==> config.mk <==
export PLATFORM = sky130hd
export DESIGN_NAME = adc_scan_sequencer
export DESIGN_NICKNAME = d
export VERILOG_FILES = /design/src/rtl/adc_scan_sequencer.sv
export SDC_FILE = /design/constraint.sdc
export NUM_CORES = 1
export LEC_CHECK = 0
export CORE_MARGIN = 4
export CORE_UTILIZATION = 50
export CTS_CLUSTER_SIZE = 25
export DETAILED_ROUTE_END_ITERATION = 6
export PLACE_DENSITY = 0.84
export SETUP_SLACK_MARGIN = 0.02
export SYNTH_ARGS = -nofsm -noshare
export SYNTH_HDL_FRONTEND = slang
export SYNTH_SLANG_ARGS = --single-unit
==> constraint.sdc <==
create_clock -name Clk -period 5.5 [get_ports Clk]
set_input_delay 1.375 -clock Clk [delete_from_list [all_inputs] [get_ports Clk]]
set_output_delay 1.375 -clock Clk [all_outputs]
set_load 0.005 [all_outputs]
==> src/rtl/adc_scan_sequencer.sv <==
`default_nettype none
// ============================================================================
// Module      : adc_scan_sequencer
// Description : Multi-channel ADC scan sequencer. A programmable sample tick
//               starts a scan over the channels enabled in chMask, in
//               ascending order. For each channel the sequencer drives the
//               analog mux select, pulses CONVST, waits for the conversion,
//               strobes CS/RD and captures D. Each captured word is offered
//               with its channel number on a valid/ready output register.
// Ports       : Clk, Rst      - clock / synchronous active-high reset
//               en, adcFr     - sample timer enable / rate (BASE_DIV>>adcFr)
//               chMask        - channel enable mask (bit i = channel i)
//               D             - ADC parallel data
//               BUSY          - ADC busy (only with ADC_BUSY_WAIT_EN)
//               CS, RD        - ADC chip select / read strobe, active-low
//               CONVST        - conversion start, active-low pulse
//               chSel         - analog mux select
//               sampleData/Ch/Valid, sampleReady - captured sample handshake
//               overrun       - pulse: capture dropped, output still full
//               missedTick    - pulse: tick arrived while a scan was running
// Config      : define ADC_BUSY_WAIT_EN to add the BUSY input; WAIT then ends
//               on the first cycle BUSY=0 is sampled, with a timeout of
//               WAIT_CYC*16 cycles.
// Revision    : 1.0 - initial release
// ============================================================================
module adc_scan_sequencer #(
  parameter int DATA_W     = 8,
  parameter int NUM_CH     = 4,
  parameter int DIV_W      = 18,
  parameter int BASE_DIV   = 200000,
  parameter int SETTLE_CYC = 2,
  parameter int CONV_CYC   = 4,
  parameter int WAIT_CYC   = 4,
  parameter int RD_CYC     = 2,
  localparam int CH_W      = (NUM_CH > 1) ? $clog2(NUM_CH) : 1
) (
  input  logic              Clk,
  input  logic              Rst,
  input  logic              en,
  input  logic [2:0]        adcFr,
  input  logic [NUM_CH-1:0] chMask,
  input  logic [DATA_W-1:0] D,
`ifdef ADC_BUSY_WAIT_EN
  input  logic              BUSY,
`endif
  output logic              CS,
  output logic              RD,
  output logic              CONVST,
  output logic [CH_W-1:0]   chSel,
  output logic [DATA_W-1:0] sampleData,
  output logic [CH_W-1:0]   sampleCh,
  output logic              sampleValid,
  input  logic              sampleReady,
  output logic              overrun,
  output logic              missedTick
);

  // --------------------------------------------------------------------------
  // Phase counter sizing: must hold the longest per-state dwell.
  // --------------------------------------------------------------------------
`ifdef ADC_BUSY_WAIT_EN
  localparam int WAIT_MAX = WAIT_CYC * 16;
`else
  localparam int WAIT_MAX = WAIT_CYC;
`endif
  localparam int MAX_A  = (SETTLE_CYC > CONV_CYC) ? SETTLE_CYC : CONV_CYC;
  localparam int MAX_B  = (WAIT_MAX > RD_CYC) ? WAIT_MAX : RD_CYC;
  localparam int PH_MAX = (MAX_A > MAX_B) ? MAX_A : MAX_B;
  localparam int PH_W   = $clog2(PH_MAX + 1);

  localparam logic [PH_W-1:0] SETTLE_LAST = PH_W'(SETTLE_CYC - 1);
  localparam logic [PH_W-1:0] CONV_LAST   = PH_W'(CONV_CYC - 1);
  localparam logic [PH_W-1:0] WAIT_LAST   = PH_W'(WAIT_MAX - 1);
  localparam logic [PH_W-1:0] RD_LAST     = PH_W'(RD_CYC - 1);

  typedef enum logic [2:0] {
    ST_IDLE    = 3'd0,
    ST_SETTLE  = 3'd1,
    ST_CONV    = 3'd2,
    ST_WAIT    = 3'd3,
    ST_READ    = 3'd4,
    ST_RECOVER = 3'd5
  } state_t;

  // --------------------------------------------------------------------------
  // Registers
  // --------------------------------------------------------------------------
  state_t              state_q,  state_d;
  logic [PH_W-1:0]     phase_q,  phase_d;
  logic [DIV_W-1:0]    cnt_q,    cnt_d;
  logic [NUM_CH-1:0]   mask_q,   mask_d;
  logic [CH_W-1:0]     chsel_q,  chsel_d;
  logic                convst_q, convst_d;
  logic                rd_n_q,   rd_n_d;
  logic [DATA_W-1:0]   data_q,   data_d;
  logic [CH_W-1:0]     sch_q,    sch_d;
  logic                valid_q,  valid_d;

  // --------------------------------------------------------------------------
  // Combinational helpers
  // --------------------------------------------------------------------------
  logic [DIV_W-1:0]    period_raw;
  logic [DIV_W-1:0]    period;
  logic                tick;
  logic                capture;
  logic                load;
  logic [CH_W-1:0]     first_ch;
  logic                first_found;
  logic [CH_W-1:0]     next_ch;
  logic                next_found;

  // Sample timer. The ">=" compare makes a period that shrinks below the
  // current count wrap immediately instead of running all the way round.
  always_comb begin
    period_raw = DIV_W'(BASE_DIV) >> adcFr;
    period     = (period_raw < DIV_W'(2)) ? DIV_W'(2) : period_raw;
    tick       = en && (cnt_q >= (period - DIV_W'(1)));
    if (!en) begin
      cnt_d = '0;
    end else if (tick) begin
      cnt_d = '0;
    end else begin
      cnt_d = cnt_q + DIV_W'(1);
    end
  end

  // Lowest enabled channel of the live mask (scan start) and the next higher
  // enabled channel of the latched mask (scan continuation).
  always_comb begin
    first_ch    = '0;
    first_found = 1'b0;
    next_ch     = '0;
    next_found  = 1'b0;
    for (int i = 0; i < NUM_CH; i++) begin
      if (chMask[i] && !first_found) begin
        first_ch    = CH_W'(i);
        first_found = 1'b1;
      end
      if (mask_q[i] && !next_found && (CH_W'(i) > chsel_q)) begin
        next_ch    = CH_W'(i);
        next_found = 1'b1;
      end
    end
  end

  // Next-state logic
  always_comb begin
    state_d = state_q;
    phase_d = phase_q + PH_W'(1);
    mask_d  = mask_q;
    chsel_d = chsel_q;
    capture = 1'b0;

    case (state_q)
      ST_IDLE: begin
        phase_d = '0;
        if (tick && first_found) begin
          state_d = ST_SETTLE;
          mask_d  = chMask;
          chsel_d = first_ch;
        end
      end

      ST_SETTLE: begin
        if (phase_q == SETTLE_LAST) begin
          state_d = ST_CONV;
          phase_d = '0;
        end
      end

      ST_CONV: begin
        if (phase_q == CONV_LAST) begin
          state_d = ST_WAIT;
          phase_d = '0;
        end
      end

      ST_WAIT: begin
`ifdef ADC_BUSY_WAIT_EN
        // Early exit as soon as the converter reports idle; the timeout
        // guards against a stuck BUSY line.
        if (!BUSY || (phase_q == WAIT_LAST)) begin
          state_d = ST_READ;
          phase_d = '0;
        end
`else
        if (phase_q == WAIT_LAST) begin
          state_d = ST_READ;
          phase_d = '0;
        end
`endif
      end

      ST_READ: begin
        if (phase_q == RD_LAST) begin
          capture = 1'b1;
          state_d = ST_RECOVER;
          phase_d = '0;
        end
      end

      ST_RECOVER: begin
        phase_d = '0;
        if (next_found) begin
          state_d = ST_SETTLE;
          chsel_d = next_ch;
        end else begin
          state_d = ST_IDLE;
        end
      end

      default: begin
        state_d = ST_IDLE;
        phase_d = '0;
      end
    endcase
  end

  // Strobes are registered from the next state so the ADC pins are glitch
  // free and align exactly with the state dwell.
  always_comb begin
    convst_d = (state_d != ST_CONV);
    rd_n_d   = (state_d != ST_READ);
  end

  // Output register: a capture loads when the slot is empty or being drained
  // in the same cycle; otherwise the new word is dropped.
  always_comb begin
    load    = capture && (!valid_q || sampleReady);
    data_d  = data_q;
    sch_d   = sch_q;
    valid_d = valid_q;
    if (load) begin
      data_d  = D;
      sch_d   = chsel_q;
      valid_d = 1'b1;
    end else if (valid_q && sampleReady) begin
      valid_d = 1'b0;
    end
  end

  // --------------------------------------------------------------------------
  // State registers
  // --------------------------------------------------------------------------
  always_ff @(posedge Clk) begin
    if (Rst) begin
      state_q  <= ST_IDLE;
      phase_q  <= '0;
      cnt_q    <= '0;
      mask_q   <= '0;
      chsel_q  <= '0;
      convst_q <= 1'b1;
      rd_n_q   <= 1'b1;
      data_q   <= '0;
      sch_q    <= '0;
      valid_q  <= 1'b0;
    end else begin
      state_q  <= state_d;
      phase_q  <= phase_d;
      cnt_q    <= cnt_d;
      mask_q   <= mask_d;
      chsel_q  <= chsel_d;
      convst_q <= convst_d;
      rd_n_q   <= rd_n_d;
      data_q   <= data_d;
      sch_q    <= sch_d;
      valid_q  <= valid_d;
    end
  end

  // --------------------------------------------------------------------------
  // Outputs
  // --------------------------------------------------------------------------
  // CS and RD are asserted together for the whole READ dwell.
  assign CS          = rd_n_q;
  assign RD          = rd_n_q;
  assign CONVST      = convst_q;
  assign chSel       = chsel_q;
  assign sampleData  = data_q;
  assign sampleCh    = sch_q;
  assign sampleValid = valid_q;
  // Event pulses are flagged in the very cycle the event is decided.
  assign overrun     = capture && valid_q && !sampleReady;
  assign missedTick  = tick && (state_q != ST_IDLE);

endmodule
`default_nettype wire

==> run_results.csv <==
group,metric,value,unit
synthesis,synth-seq-cells,42,
setup_path,critPathMaxStageDelay,0.51,ns
synthesis,synth_nets,352,
place,gp_congestion,0.808,
hold_path,hp-class,"flop to flop",
sta,finalCritPeriodShare,96.8,%
flow_run,maxCapViolations,0,
setup_path,crit_slowest_cell,"clkdlybuf4s50_1",
cells_and_area,stdcell_count,425,
power_and_ir_drop,power_density,191,mW/mm²
global_route,grt_util_all_layers,19.4,%
cells_and_area,multi_input_area,0.00163,mm²
sta,fmax,188,MHz
floorplanning,coreArea,0.00485,mm²
routing,drtIter0Drc,63,
sta,final.min_clock_period,5.32,ns
cells_and_area,final_cell_mix,"nor2_1 (47), dfxtp_1 (42), clkdlybuf4s50_1 (33)",
clock_network,path_clk_slew,0.08,ns
synthesis,yosysWarnings,0,
global_route,overflow,0,
cells_and_area,fill_cells,389,
place,portBuffers,36,
sta,tightest_slew,0.747,ns
synthesis,synth_cell_types,47,
cells_and_area,area_delta_synth_final,28.0,%
clock_network,ctsHoldBuffers,0,
setup_path,critPathArrivalTime,3.95,ns
floorplanning,fp.dieArea,0.00631,mm²
routing,wl_per_cell,13.2,µm
clock_network,cts_tree,"yes",
place,dpl_worst_slack,-0.288,ns
clock_network,htree_num_levels,2,
clock_network,clockBufferDepth,2,
synthesis,syn_avg_cell_area,8.48,µm²
global_route,grt_pass1_wl,9830,µm
setup_path,critPathTopFamily,"buffers and inverters",
global_route,antenna_found_initial,0,
synthesis,synthArstFlopShare,0,%
setup_path,path_buf_inv,3,
cells_and_area,final_area,0.00327,mm²
routing,route.detailed.drc,0,
sta,drv_slew,0,
setup_path,critPathKind,"input port to output pin",
cells_and_area,nets,408,
clock_network,root_buffer,"clkbuf_8",
hold_path,hp-start,"phase_q[0]$_SDFF_PP0_",
place,dp_cells,408,
cells_and_area,regArea,841,µm²
sta,setup_viol,0,
sta,fin_setup_tns,0,ns
cells_and_area,diodes,0,
global_route,grt_max_degree,23,
synthesis,synthFlopType,"dfxtp_1",
clock_network,insertion_delay,0.30,ns
routing,drtPass1Iterations,4,
place,hpwl,4090,µm
status,outcome,"finished clean",
setup_path,path_max_fanout,3,
sta,finalWorstSetupSlack,0.178,ns
routing,postRouteAntennaNets,0,
routing,drt-vias-per-instance,5.19,
sta,slew_headroom,50.0,%
floorplanning,die_width,79.5,µm
cells_and_area,layout_commonest_cell,"nor2_1",
synthesis,netlist_area,0.00255,mm²
sta,finalHoldViolCount,0,
floorplanning,ioPinCount,37,
setup_path,crit_start,"adcFr[2]",
synthesis,yosysSeqAreaShare,32.9,%
clock_network,cts.sinks,42,
routing,num_vias,2204,
sta,rsz0062_at_grt,"false",
routing,wirelength,5620,µm
floorplanning,die_y,79.5,µm
cells_and_area,drive_gt1_share,14.8,%
clock_network,numCtsBuffers,5,
floorplanning,rows,25,
power_and_ir_drop,peakVddDrop,115,µV
setup_path,r2r_start,"cnt_q[5]$_SDFF_PP0_",
power_and_ir_drop,p_leak,1.43,nW
setup_path,setup.worst_path.start_class,"input port",
floorplanning,floorplan.initialDensity,52.7,%
setup_path,required,4.12,ns
global_route,grt_pass1_vias,2251,
sta,fin_worst_skew,0.00961,ns
synthesis,synth_edf_count,0,
setup_path,critPathCaptureType,"output pin",
place,placed_area,0.00305,mm²
setup_path,crit_chain,"clkdlybuf4s50_1 > nand2_1 > ha_2 > buf_4 > a211oi_1 > a21oi_1 > ha_1 > and4_4 > nand2_2 > nor3_4 > o21bai_2 > nand3_2 > and3_4 > dlygate4sd2_1",
power_and_ir_drop,power.total,0.624,mW
synthesis,syn-instance-count,301,
==> report_power, final <==
group,leakage [nW],internal (mW),switching [mW],total [mW]
clock network,0.0514,0.135,0.109,0.244
registers,0.338,0.304,0.000814,0.305
logic,1.04,0.0381,0.0362,0.0743
total,1.43,0.478,0.146,0.624
==> state kept, by name, indices dropped and copies added (netlist names) <==
name and flops:
CONVST 1, CS 1, chSel 2, cnt_q 18, mask_q 3, phase_q 3, sampleCh 2, sampleData 8
sampleValid 1, state_q 3
==> layer usage <==
| layer | wire [µm] | GRT usage [%] | up-vias |
|---|---|---|---|
| met3 | 205 | 4.40 | 12 |
| met2 | 2770 | 33.6 | 39 |
| met5 | 0 | 0 | - |
| met4 | 119 | 7.04 | 0 |
| li1 | - | - | 1140 |
| met1 | 2520 | 23.3 | 1013 |
==> through the flow <==
step / hold WS [ns] / utilization (%)
2_1_floorplan: 0.421 / -
3_3_place_gp: 0.432 / 62.9
3_5_place_dp: 0.446 / 62.9
4_1_cts: 0.460 / 66.9
5_1_grt: 0.487 / 67.4
6_report: 0.453 / 67.4
==> synthesized netlist by cell type (2+ instances only) <==
cell	instances	share of area, %
nor2_1	48	7.1
dfxtp_1	42	33
ha_1	32	16
nand2_1	23	3.4
a21oi_1	21	4.1
inv_1	19	2.8
nand3_1	13	2.5
xor2_1	13	4.5
mux2i_1	11	4.3
xnor2_1	8	2.7
nor2b_1	7	1.7
o21ai_0	7	1.4
and3_1	6	1.5
nand4_1	5	1.2
clkbuf_1	4	0.59
a211oi_2	2	0.98
a21boi_0	2	0.59
a21o_1	2	0.59
a22oi_1	2	0.59
and4_4	2	0.88
buf_2	2	0.39
nand2b_1	2	0.49
nor3_1	2	0.39
o21bai_1	2	0.59
or3_1	2	0.49
==> worst reg2reg max path: stages (launching register included) <==
cell and delay [ns]:
dfxtp_1 0.37, ha_1 0.35, and4_4 0.26, nand2_2 0.07, nor3_4 0.16, o21bai_2 0.12
buf_4 0.14, buf_4 0.13, a311oi_2 0.37, nand2b_2 0.17, a211oi_2 0.20
==> what timing repair did <==
item | 4_1_cts | 5_1_grt
resized for setup | 9 | 7
buffers inserted | 8 | 1
pin swaps | 6 | 9
endpoints found under the setup margin | 1 | 1
==> path summary, 6_finish.rpt <==
check                     endpoint  slack [ns]  cells after the start
max reg2reg  chSel[0]$_SDFFE_PP0P_        3.10                     10
min reg2reg  phase_q[0]$_SDFF_PP0_        0.45                      1
max                     missedTick        0.18                     14
min          phase_q[0]$_SDFF_PP0_        0.45                      1
==> layout make-up <==
| class | instances | share of cell area [%] |
|---|---|---|
| multi-input cells | 231 | 50.0 |
| flip-flops and latches | 42 | 25.7 |
| repair buffers | 58 | 16.2 |
| well taps | 67 | 2.57 |
| clock buffers | 6 | 2.22 |
| inverters | 19 | 2.18 |
| clock inverters | 2 | 1.15 |
==> cells by family (layout without fill, tap and decap cells) <==
group | Yosys count | after routing | synth area share [%]
flip-flops | 42 | 42 | 32.9
adder cells (fa/ha/maj) | 32 | 32 | 15.7
AO/OA/AOI/OAI | 50 | 50 | 13.3
multiplexers | 12 | 12 | 4.75
XOR/XNOR | 21 | 21 | 7.20
AND/OR/NAND/NOR | 116 | 116 | 21.5
buffers and inverters | 28 | 85 | 4.65
No activity file was read; power rests on OpenSTA's default activity.
